<file path="config.mk">
export PLATFORM = sky130hd
export DESIGN_NAME = demux1to16_deser
export DESIGN_NICKNAME = d
export VERILOG_FILES = /design/src/rtl/demux1to16_deser.sv
export SDC_FILE = /design/constraint.sdc
export NUM_CORES = 1
export LEC_CHECK = 0
export BUFFER_PORTS_ARGS = -buffer_cell sky130_fd_sc_hd__buf_2
export CELL_PAD_IN_SITES_DETAIL_PLACEMENT = 1
export CELL_PAD_IN_SITES_GLOBAL_PLACEMENT = 2
export CORE_MARGIN = 3
export CORE_UTILIZATION = 39
export DETAILED_ROUTE_END_ITERATION = 10
export PLACE_DENSITY = 0.87
export REMOVE_ABC_BUFFERS = 1
export SLEW_MARGIN = 10
export SYNTH_ARGS = -nofsm -noshare
export SYNTH_HDL_FRONTEND = slang
export SYNTH_SLANG_ARGS = --single-unit
</file>
<file path="constraint.sdc">
create_clock -name clk -period 4.6 [get_ports clk]
set_input_delay 0 -clock clk [delete_from_list [all_inputs] [get_ports clk]]
set_output_delay 0 -clock clk [all_outputs]
set_load 0.02 [all_outputs]
</file>
<file path="src/rtl/demux1to16_deser.sv">
// rtl/demux1to16_deser.sv - 1-to-WIDTH serial demultiplexer with valid/ready word output
module demux1to16_deser #(
   parameter int WIDTH = 16,
   localparam int SEL_W = $clog2(WIDTH)
) (
   input  logic               clk,
   input  logic               rst_n,
   input  logic               din,
   input  logic               din_valid,
   input  logic               din_sof,
   output logic               din_ready,
   output logic [SEL_W-1:0]   slot,
   output logic [0:WIDTH-1]   W,
   output logic               w_valid,
   input  logic               w_ready,
   output logic               frame_err
);

   logic [SEL_W-1:0] slot_q, slot_d;
   logic [0:WIDTH-1] asm_q, asm_d;
   logic [0:WIDTH-1] w_q, w_d;
   logic             asm_full_q, asm_full_d;
   logic             w_valid_q, w_valid_d;
   logic             frame_err_q, frame_err_d;
   logic [0:WIDTH-1] word;
   logic             accept;
   logic             out_free;

   assign din_ready = !asm_full_q;
   assign accept    = din_valid && din_ready;
   assign out_free  = !w_valid_q || w_ready;

   always_comb begin
      slot_d      = slot_q;
      asm_d       = asm_q;
      w_d         = w_q;
      asm_full_d  = asm_full_q;
      w_valid_d   = w_valid_q;
      frame_err_d = 1'b0;
      word        = asm_q;

      if (w_valid_q && w_ready) begin
         w_valid_d = 1'b0;
      end

      // A held word moves to the output as soon as the output register frees.
      if (asm_full_q && out_free) begin
         w_d        = asm_q;
         w_valid_d  = 1'b1;
         asm_full_d = 1'b0;
      end

      if (accept) begin
         if (din_sof) begin
            asm_d[0]    = din;
            slot_d      = SEL_W'(1);
            frame_err_d = (slot_q != '0);
         end else begin
            word[slot_q] = din;
            if (slot_q == SEL_W'(WIDTH - 1)) begin
               slot_d = '0;
               if (out_free) begin
                  w_d       = word;
                  w_valid_d = 1'b1;
               end else begin
                  asm_d      = word;
                  asm_full_d = 1'b1;
               end
            end else begin
               asm_d  = word;
               slot_d = slot_q + SEL_W'(1);
            end
         end
      end
   end

   always_ff @(posedge clk or negedge rst_n) begin
      if (!rst_n) begin
         slot_q      <= '0;
         asm_q       <= '0;
         w_q         <= '0;
         asm_full_q  <= 1'b0;
         w_valid_q   <= 1'b0;
         frame_err_q <= 1'b0;
      end else begin
         slot_q      <= slot_d;
         asm_q       <= asm_d;
         w_q         <= w_d;
         asm_full_q  <= asm_full_d;
         w_valid_q   <= w_valid_d;
         frame_err_q <= frame_err_d;
      end
   end

   assign slot      = slot_q;
   assign W         = w_q;
   assign w_valid   = w_valid_q;
   assign frame_err = frame_err_q;

endmodule
</file>
==> results.md <==
- Port Buf Inserts: 28
- Die width: roughly 78 um
- Final WS setup: about 2.3 ns
- Via/cell ratio: roughly 5.7
- Fin cells: 280
- Top post-synthesis cells by area: dfrtp_1 48%, o221a_2 7.7%, mux2_2 6.6%, nand2_1 4.2%, nand3_1 2.9%
- Cts bufs inserted: 5
- Top Ports: 29
- Worst skew pair latency: approximately 0.29 ns
- Post-Synthesis Cells: about 190
- Post-route ant nets: 0
- Max Cap Viol: 0
- TritonCTS clock tree: yes
- Detailed Route WL: roughly 4900 um
- Synth-to-Final Area Change: 11.9%
- Final Power: approximately 0.74 mW
- Yosys top cell area share: 47.7%
- TritonCTS Sinks: 39
- Slew HR: 41.6%
- Power Density: 323 nW/um^2
- First-pass GRT wire length: approximately 8500 um
- Clock skew: around 0.011 ns
- Core Area: 4910 sq um
- Max Fanout on Critical Path: 27
- Fin util: about 47%
- Cell Rows: 25
- Hold Vio Cnt, Final: 0
- CP Data Arrival Time: approximately 2.5 ns
- WL met3: about 180 um
- Yosys reg bits: 39
- Root Driver: clkbuf_8
- CP Launch Type: flop
- Top layer in use: met4
- Die Y-Extent: between 70 and 80 um
- Pre-CTS worst setup slack: between 2 and 2.5 ns
- Top FF cell, synth: dfrtp_1
- GP Congestion: ~0.73
- Mapped Area: about 2000 sq um
- # Post-CTS Setup Buffers: 0
- Antenna diode count: 0
- Number of synthesized flops with an enable pin: 0
- Largest net degree at the start of global routing: 40
- RSZ-0062 raised after global routing: false
- Asr flop ratio synth: 100%
- Most frequent cells in the layout: 39 x dfrtp_1, 28 x buf_2, 23 x nand2_1, 14 x o221a_2
- # DRC: 0
- Final nets: between 200 and 250
- Met2 wire length: roughly 2300 um
- Wl on met1: between 2000 and 2500 um
- Dpl hpwl: around 3300 um
- Setup TNS: 0 ns
- Register area share after synthesis: between 40 and 50%
- Max Buffers Root-to-Sink: 2
- F_max: approximately 430 MHz
- Congestion Overflow GR: 0
- Leak: 1.06 nW
- Routed WL per cell: around 17 um
- Slew Limit Fails: 0
- H-tree levels: 2
- Syn Area/Cell: between 10 and 15 sq um
- Slew @ Worst Pin: about 0.88 ns
- Outcome: finished clean
- CP endpoint kind: flop
- CTS clk-pin slew, worst paths: 0.08 ns
- Commonest non-fill, non-tap cell in the layout: dfrtp_1
- Post-cts gate resize count: 0
- Initial antenna violation count: 0
- GRT Overall Usage: between 15 and 20%
- Crit Path Class: reg2reg
- Final worst-path cycle share: 50.6%
- DP Cell Count: roughly 270
- Distinct cells, synth: 35
- Synth warn: 0
- 1st-pass router iterations: 4
- Peak VDD IR: between 0.1 and 0.15 mV
- Final setup fails: 0
- Layout cells sized above 1: a little under a third
- Largest area contributor in the netlist: dfrtp_1
- Die area: 6150 sq um
- CP required: about 4.8 ns
- Final critical-path required period: ~2.3 ns
- 1st-iter DRT viols: around 130
- Vias in the first global route: about 1,600
- Initial Util: between 40% and 50%
- Hold Path Class: in2reg
- Vias: 1,595
==> what timing repair did <==
item,in CTS,in global routing
endpoints found under the setup margin,0,0
endpoints found under the hold margin,39,0
hold buffers,1,0
==> routing by layer <==
layer / global-route usage (%) / up-vias
met5: 0 / -
met4: 4.55 / 0
met3: 4.01 / 4
met2: 27.9 / 29
met1: 24.4 / 813
li1: - / 749
==> cell usage after synthesis (all sizes together), types with 2 or more instances <==
cell type	count
a21oi	7
and3	2
buf	8
clkbuf	8
dfrtp	39
ha	4
inv	3
mux2	16
mux2i	2
nand2	24
nand2b	2
nand3	12
nand3b	7
nor2	8
nor2b	2
nor4b	5
o211ai	7
o21ai	10
o221a	14
o311ai	2
==> through the flow <==
| step | hold WS [ns] | instance area (sq um) |
|---|---|---|
| CTS | 0.0245 | 2290 |
| detailed placement | 0.167 | 2200 |
| floorplan | -0.296 | 1970 |
| global placement | 0.158 | 2200 |
| finish | 0.0332 | 2290 |
| global route | 0.0350 | 2290 |
==> worst max-delay path, cell delays in order, from the launching register on <==
cell	delay, ns
dfrtp_1	0.87
and4b_1	0.40
and3_1	0.50
o311ai_0	0.28
o221a_2	0.18
==> final cells by class <==
| cell class | instances | area, sq um |
|---|---|---|
| Fill cell | 568 | 2620 |
| Multi-Input combinational cell | 133 | 981 |
| Sequential cell | 39 | 976 |
| Timing Repair Buffer | 29 | 150 |
| Tap cell | 67 | 83.8 |
| Clock buffer | 5 | 68.8 |
| Clock inverter | 3 | 15.0 |
| Inverter | 4 | 15.0 |
==> report_power, final <==
group          switching, mW  internal (mW)
logic                 0.0621         0.0454
registers             0.0332          0.372
clock network          0.124          0.104
total                  0.219          0.521
==> cells by family (layout without fill, tap and decap cells) <==
group / Yosys count / in the layout / share of synthesized area [%]
AOI/OAI and AO/OA: 45 / 45 / 17.4
and+or+nand+nor: 66 / 66 / 18.3
buffers and inverters: 20 / 41 / 4.40
DFF: 39 / 39 / 47.7
adders and majority gates: 4 / 4 / 2.45
muxes: 18 / 18 / 9.78
==> worst paths after layout <==
check | start | endpoint | slack (ns) | depth (start not counted)
max in group asynchronous | rst_n | asm_full_q | 3.69 | 2
min | din_valid | w_valid | 0.03 | 3
max reg2reg | slot[3] | W[8] | 2.27 | 4
min reg2reg | W[11] | W[11] | 0.52 | 1
min in group asynchronous | rst_n | W[8] | 0.36 | 2
max | slot[3] | W[8] | 2.27 | 4
==> state kept, by name (all words and copies together), names as in the netlist <==
register and count:
W 16, asm_full_q 1, asm_q 16, frame_err 1
slot 4, w_valid 1
Power figures use the tool's default switching activity.
